`config.mk`:
```
export PLATFORM = sky130hd
export DESIGN_NAME = vend_multi
export DESIGN_NICKNAME = d
export VERILOG_FILES = /design/src/rtl/vend_multi.sv
export SDC_FILE = /design/constraint.sdc
export NUM_CORES = 1
export LEC_CHECK = 0
export BUFFER_PORTS_ARGS = -buffer_cell sky130_fd_sc_hd__buf_2
export CAP_MARGIN = 10
export CORE_MARGIN = 10
export CORE_UTILIZATION = 61
export DETAILED_ROUTE_END_ITERATION = 8
export GPL_TIMING_DRIVEN = 0
export PLACE_DENSITY = 0.84
export REMOVE_ABC_BUFFERS = 1
export SLEW_MARGIN = 20
export SYNTH_ARGS = -nofsm -noshare
export SYNTH_HDL_FRONTEND = slang
export SYNTH_SLANG_ARGS = --single-unit
```
`constraint.sdc`:
```
create_clock -name clk -period 6.4 [get_ports clk]
set_input_delay 0.96 -clock clk [delete_from_list [all_inputs] [get_ports clk]]
set_output_delay 0.96 -clock clk [all_outputs]
set_load 0.05 [all_outputs]
```
`src/rtl/vend_multi.sv`:
```
// rtl/vend_multi.sv - multi-item vending controller with serial change return
// Optional inactivity refund timer enabled by defining VEND_TIMEOUT_EN.
module vend_multi #(
    parameter int N_ITEMS    = 4,
    parameter int SEL_W      = 2,
    parameter int CREDIT_W   = 5,
    parameter int MAX_CREDIT = 16,
    parameter logic [N_ITEMS*CREDIT_W-1:0] PRICE_LIST = {5'd6, 5'd5, 5'd4, 5'd3},
    parameter int TIMEOUT    = 64
) (
    input  logic                clk,
    input  logic                reset,
    input  logic [1:0]          coin,
    input  logic [SEL_W-1:0]    sel,
    input  logic                sel_valid,
    output logic                drink,
    output logic [SEL_W-1:0]    item,
    output logic [1:0]          back,
    output logic [CREDIT_W-1:0] credit,
    output logic                busy
);

    localparam logic S_IDLE   = 1'b0;
    localparam logic S_CHANGE = 1'b1;

    logic                state;
    logic [SEL_W-1:0]    sel_hold;
    logic                sel_ok;
    logic [CREDIT_W-1:0] prices [N_ITEMS];
    logic [CREDIT_W-1:0] price;
    logic [CREDIT_W:0]   coin_val;
    logic [CREDIT_W:0]   sum;
    logic                is_coin;
    logic                is_cancel;
    logic                fits;
    logic                sel_in_range;
    logic                can_vend;

    for (genvar i = 0; i < N_ITEMS; i++) begin : g_price
        assign prices[i] = PRICE_LIST[i*CREDIT_W +: CREDIT_W];
    end

    always_comb begin
        is_coin      = (coin == 2'b01) || (coin == 2'b10);
        is_cancel    = (coin == 2'b11);
        coin_val     = (coin == 2'b01) ? (CREDIT_W+1)'(1) :
                       (coin == 2'b10) ? (CREDIT_W+1)'(2) : '0;
        sum          = {1'b0, credit} + coin_val;
        fits         = sum <= (CREDIT_W+1)'(MAX_CREDIT);
        sel_in_range = 32'(sel) < N_ITEMS;
        price        = prices[sel_hold];
        can_vend     = sel_ok && (credit >= price);
    end

`ifdef VEND_TIMEOUT_EN
    localparam int TMR_W = $clog2(TIMEOUT + 1);
    logic [TMR_W-1:0] timer;
    logic             activity;
    assign activity = (is_coin && fits) || (sel_valid && sel_in_range);
`endif

    always_ff @(posedge clk) begin
        if (!reset) begin
            state    <= S_IDLE;
            credit   <= '0;
            drink    <= 1'b0;
            item     <= '0;
            back     <= 2'b00;
            busy     <= 1'b0;
            sel_hold <= '0;
            sel_ok   <= 1'b0;
`ifdef VEND_TIMEOUT_EN
            timer    <= '0;
`endif
        end else begin
            drink <= 1'b0;
            back  <= 2'b00;
            // busy trails the state so it lines up with the change coins on back
            busy  <= (state == S_CHANGE);
            case (state)
                S_IDLE: begin
                    if (can_vend) begin
                        drink  <= 1'b1;
                        item   <= sel_hold;
                        credit <= credit - price;
                        sel_ok <= 1'b0;
                        if (credit != price) state <= S_CHANGE;
                        if (is_coin) back <= coin;
`ifdef VEND_TIMEOUT_EN
                        timer  <= '0;
`endif
                    end else if (is_cancel && credit != '0) begin
                        state  <= S_CHANGE;
                        sel_ok <= 1'b0;
`ifdef VEND_TIMEOUT_EN
                        timer  <= '0;
`endif
                    end else begin
                        if (is_coin) begin
                            if (fits) credit <= sum[CREDIT_W-1:0];
                            else      back   <= coin;
                        end
                        if (sel_valid && sel_in_range) begin
                            sel_hold <= sel;
                            sel_ok   <= 1'b1;
                        end
`ifdef VEND_TIMEOUT_EN
                        if (credit == '0 || activity) begin
                            timer <= '0;
                        end else if (timer == TMR_W'(TIMEOUT - 1)) begin
                            state  <= S_CHANGE;
                            sel_ok <= 1'b0;
                            timer  <= '0;
                        end else begin
                            timer <= timer + 1'b1;
                        end
`endif
                    end
                end
                default: begin
                    if (credit >= CREDIT_W'(2)) begin
                        back   <= 2'b10;
                        credit <= credit - CREDIT_W'(2);
                        if (credit == CREDIT_W'(2)) state <= S_IDLE;
                    end else if (credit == CREDIT_W'(1)) begin
                        back   <= 2'b01;
                        credit <= '0;
                        state  <= S_IDLE;
                    end else begin
                        state <= S_IDLE;
                    end
`ifdef VEND_TIMEOUT_EN
                    timer <= '0;
`endif
                end
            endcase
        end
    end

endmodule

```
# After elaboration in Yosys (flattened, before gate mapping)
# Cells that the tools add are included.
[word_totals]
reg_bits = 15
output_inout_bits = 11
[op_classes]
add_sub_neg = 3
order_cmp = 4
n_eq_ne = 8
mux = 30
bitwise = 5
reduce_logical = 12
[op_table]
columns = ["operator", "n"]
rows = [
  ["$mux 5", 9],
  ["$mux 2", 9],
  ["$mux 1", 11],
  ["$bmux 5 s2", 1],
  ["$reduce_bool 3->1", 3],
  ["$reduce_and 4->1", 2],
  ["$add 5x2->6", 1],
  ["$le 6x5->1 const B", 1],
  ["$eq 5x1->1 const B", 1],
  ["$eq 5x2->1 const B", 1],
  ["$ge 5x2->1 const B", 1],
  ["$ge 5x5->1", 1],
  ["$ne 5x5->1", 1],
  ["$reduce_bool 5->1", 1],
  ["$sub 5x2->5 const B", 1],
  ["$sub 5x5->5", 1],
  ["$eq 2x2->1 const B", 2],
  ["$not 1->1", 4],
  ["$reduce_and 2->1", 2],
  ["$ge 3x3->1 const B", 1],
  ["$ne 3x1->1 const B", 1],
  ["$ne 3x3->1 const B", 1],
  ["$not 2->3", 1],
  ["$eq 2x1->1 const B", 1],
  ["other kinds (3)", 4],
]

# Longest topological paths before layout
[logic_depth]
depth_word = 10
ltp_mapped = 10
mapped_depth_nobuf = 10

# Least setup slack after synthesis
# No wires, ideal clock.
[synth_path]
kind = "in2reg"
start = "input coin[1]"
end = "register credit[3]"
setup_time_ns = 0.115
t_arrival_ns = 2.991
t_required_ns = 6.285
path_slack_ns = 3.294
stages = 10
path_buffers = 0
path_cell_list = "inv_1 -> ha_1 -> ha_1 -> fa_1 -> xor2_1 -> a2111oi_2 -> a22oi_2 -> o21ai_4 -> o21ai_1 -> a31o_1"
[synth_via]
elab_chain_cells = 9
word_cells_on_any_way = 18
[synth_lines]
columns = ["item", "line", "rtl"]
rows = [
  ["start: declaration", "13", "input logic [1:0] coin,"],
  ["parallel branches: the longest is 9 deep, another holds $add 5x2->6", "n/a", ""],
  ["end signal: assignment", "85", "credit <= credit - price;"],
  ["end signal: assignment", "100", "if (fits) credit <= sum[CREDIT_W-1:0];"],
  ["end signal: assignment", "123", "credit <= credit - CREDIT_W'(2);"],
  ["end: declaration", "19", "output logic [CREDIT_W-1:0] credit,"],
]
# Parallel ways; which one is timed is not known. The select of a mux whose other input is x is not followed.
# A chain may end at the register's enable or synchronous reset.

# Worst setup path after layout
# Same ends and word-level chain as after synthesis.

==> implementation parameters <==
Parameter                              Value

STA
  Min Clock Period, post-route    3.12 ns
  Max Freq    320 MHz
  Final slew viol count    0
  Final critical-path share of the clock period    48.8%
  Final hold violation count    0
  Min Hold Slack    0.488 ns
  Slew at the pin with the worst max-slew slack    0.877 ns
  Worst clock skew on the final layout    0.00806 ns
  Setup-violating endpoint count in the final report    0
  Worst relative slew slack    41.5%
  Final worst-path setup slack    3.28 ns
  RSZ-0062 raised after global routing    false
  Aggregate negative setup slack    0 ns

Clock tree
  Clock insertion delay at the later pin of the skew report    0.30 ns
  Total setup buffers inserted after CTS    0
  Maximum level of the CTS H-tree    1
  Buffers from clock root to sink, at most    2
  Clk slew on worst S/H paths    0.09 ns
  Post-CTS Resized    0
  Number of buffers added by the clock tree synthesis step    3
  Hold-fix buffer count after cts    0
  Clock Sink Count    15
  TritonCTS clock tree    done
  Clock root cell    sky130_fd_sc_hd__clkbuf_4

Placement
  Setup Slack @ Placement    2.98 ns
  Area of placed instances    0.00134 mm^2
  HPWL reported at the end of detailed placement    2.24 mm
  Placed Cells    179
  Port buffer count    17
  Last weighted congestion value of the routability-driven placer    0.837

Worst hold path
  Capture endpoint of the worst hold path    sel_hold[0]
  Min-delay src    sel_hold[0]
  Hold Path Stages    2
  Classification of the worst-slack hold path    flop to flop

Synth
  Top cell type's share of synthesized area    23.8%
  Cell type contributing the most total cell area after synthesis    sky130_fd_sc_hd__dfxtp_1
  Cells after Synth    142
  Warnings, synthesis    0
  Post-synthesis sequential area ratio    23.8%
  Number of flops mapped to enable cells by yosys    0
  Post-synth design cell area    0.00126 mm^2
  Leading post-synthesis cells by cell area    sky130_fd_sc_hd__dfxtp_1, sky130_fd_sc_hd__ha_1, sky130_fd_sc_hd__a21oi_1, sky130_fd_sc_hd__nand2_1, sky130_fd_sc_hd__xor2_1
  Synthesis-stage register bit count    15
  Main flop type after synthesis    sky130_fd_sc_hd__dfxtp_1
  Count of cell types in the netlist    52
  Mean cell area of the mapped netlist    8.88 um^2
  Async set-reset flop share out of synthesis    0%

Detailed routing
  Wire per inst    15.9 um
  Number of detailed-routing iterations run before antenna repair    4
  Overall routed net length    2.91 mm
  Routed metal-1 wire length    1.27 mm
  Total length of routed met3 wires    169 um
  DR top layer    met4
  Via density per instance    5.99
  Drc violations    0
  Initial detailed-routing violation count    64
  Vias    1096
  Detailed-routed wire length on met2    1.40 mm
  Routed Antenna Nets    0

Floorplan
  Floorplan Core Area    0.00196 mm^2
  Row count    16
  Die boundary width    65.5 um
  Top Ports    18
  Area of the die    0.00429 mm^2
  Initial cell density of the core    64.3%
  Die height    65.5 um

Power
  Share of power burned in registers    26.5%
  Design Power    0.712 mW
  Static leakage power    0.633 nW
  Net switching power figure    0.390 mW
  Worst voltage drop across the vdd grid    0.282 mV
  Proportion of power drawn by combinational gates    65.5%
  Clock network fraction of total power    8.0%
  Switching share of power    54.8%
  Internal power summed over all cells    0.322 mW
  Power per standard cell area    523 mW/mm^2

Finish
  Final cell count without fillers    183
  Area taken by multi-input logic gates    875 um^2
  End-of-flow core utilization    69.4%
  Area of all placed cells without fillers    0.00136 mm^2
  Fraction of layout cells with a size suffix above 1    21.2%
  Post-synthesis to final-layout area growth    7.94%
  Diode insertion count for antenna repair    0
  Total number of nets in the final design    177
  Register cell area after layout    300 um^2
  Fill count    186

Global route
  Maximum number of pins on one net before global-route repair    17
  Overflow left after global routing    0
  Vias in the first global route    1108
  First-pass GRT wire length    5.20 mm
  Initial antenna violation count    0
  Global routing usage summed across all routing layers    14.8%

Worst setup path
  Arr. time, crit path    3.33 ns
  Critical path's largest stage delay    0.45 ns
  Crit path kind    input port to flop
  Critical path peak fanout    8
  Cells along the critical path    buf_2, inv_1, ha_1, ha_1, fa_1, xor2_1, a2111oi_2, a22oi_2, o21ai_4, o21ai_1, a31o_1
  Most common cell on crit path    sky130_fd_sc_hd__ha_1
  Worst Reg2Reg Path Length in Cells    7
  Worst flop-to-flop path startpoint    credit[2]
  Master of the slowest instance on the critical path    sky130_fd_sc_hd__fa_1
  Worst Setup Start Kind    input port
  R2r setup slk    3.73 ns
  Worst setup EP type    flop
  Data required time of the worst path    6.60 ns
  Endpoint of the worst register-to-register path    back[1]

Job
  Max-cap violations    0

Outcome
  Run status    complete, no violations
[cells in the mapped netlist, types with 2 or more instances]
library cell and n:
sky130_fd_sc_hd__and3_1 3, sky130_fd_sc_hd__inv_1 11, sky130_fd_sc_hd__buf_4 2, sky130_fd_sc_hd__nor2b_1 2
sky130_fd_sc_hd__xor2_1 5, sky130_fd_sc_hd__nor2_1 10, sky130_fd_sc_hd__nand2b_1 2, sky130_fd_sc_hd__a211oi_1 2
sky130_fd_sc_hd__ha_1 11, sky130_fd_sc_hd__a31o_1 2, sky130_fd_sc_hd__o21ai_0 2, sky130_fd_sc_hd__nand2_1 12
sky130_fd_sc_hd__mux2i_1 3, sky130_fd_sc_hd__a21oi_1 10, sky130_fd_sc_hd__nand3_1 5, sky130_fd_sc_hd__o21ai_1 2
sky130_fd_sc_hd__and2_1 2, sky130_fd_sc_hd__o31ai_1 2, sky130_fd_sc_hd__dfxtp_1 15, sky130_fd_sc_hd__buf_2 3
sky130_fd_sc_hd__o21ai_4 2, sky130_fd_sc_hd__a32oi_1 2, sky130_fd_sc_hd__a21o_1 2, sky130_fd_sc_hd__fa_1 2
[power by group through the flow]
stage / Clock [mW] / Sequential [mW] / Combinational, mW
detailed placement: 0 / 0.191 / 0.462
global route: 0.0614 / 0.197 / 0.512
floorplan: 0 / 0.238 / 0.312
CTS: 0.0578 / 0.188 / 0.465
finish: 0.0572 / 0.189 / 0.466
global placement: 0 / 0.188 / 0.448
[cells in the final DEF, fill, tap and decap left out, types with 5 or more instances in the layout]
cell type	synthesis	routed
sky130_fd_sc_hd__nor2_1	10	10
sky130_fd_sc_hd__nand3_1	5	5
sky130_fd_sc_hd__xor2_1	5	5
sky130_fd_sc_hd__buf_2	3	17
sky130_fd_sc_hd__dfxtp_1	15	15
sky130_fd_sc_hd__ha_1	11	11
sky130_fd_sc_hd__nand2_1	12	12
sky130_fd_sc_hd__inv_1	11	11
sky130_fd_sc_hd__a21oi_1	10	10
[area by class of cell]
class	count	area share (%)
clock buffer	4	1.93
inverter	11	3.03
multi-input combinational	109	64.2
sequential	15	22.1
tap	27	2.48
timing repair buffer	17	6.25
[logic make-up (layout without fill, tap and decap cells)]
family	Yosys count	after routing	share of synthesized area [%]
flip-flops	15	15	23.8
AO/OA/AOI/OAI	42	42	29.0
adder cells (fa/ha/maj)	13	13	14.1
multiplexers	3	3	2.38
XOR/XNOR	6	6	4.17
buffers and inverters	18	32	6.84
AND/OR/NAND/NOR	45	45	19.7
[per-layer routing]
layer	vias to the layer above	global-route usage [%]
li1	545	-
met1	504	17.7
met2	38	24.6
met3	9	3.56
met4	0	6.42
met5	-	0
[flip-flops by register name, summed over array words and instances, names as in the netlist]
signal	flops
state	1
back	2
busy	1
sel_hold	2
drink	1
credit	5
item	2
sel_ok	1
[how the worst max path moves through the flow]
| stage | start | end | slack (ns) | cells past startpoint |
|---|---|---|---|---|
| 6_report | coin[1] | credit[3] | 3.28 | 11 |
| 5_1_grt | coin[1] | credit[3] | 3.11 | 11 |
| 4_1_cts | coin[1] | credit[3] | 3.30 | 11 |
| 3_5_place_dp | coin[1] | credit[3] | 2.98 | 11 |
| 3_3_place_gp | coin[1] | credit[3] | 3.04 | 11 |
| 2_1_floorplan | coin[1] | credit[3] | 3.28 | 10 |
[critical path, delay by kind of cell]
kind / cells / cell delay, ns
AO/OA/AOI/OAI: 5 / 1.16
XOR/XNOR: 1 / 0.18
adder cells (fa/ha/maj): 3 / 0.85
buffers and inverters: 2 / 0.19
Note: power is estimated with default switching activity, not from simulation.
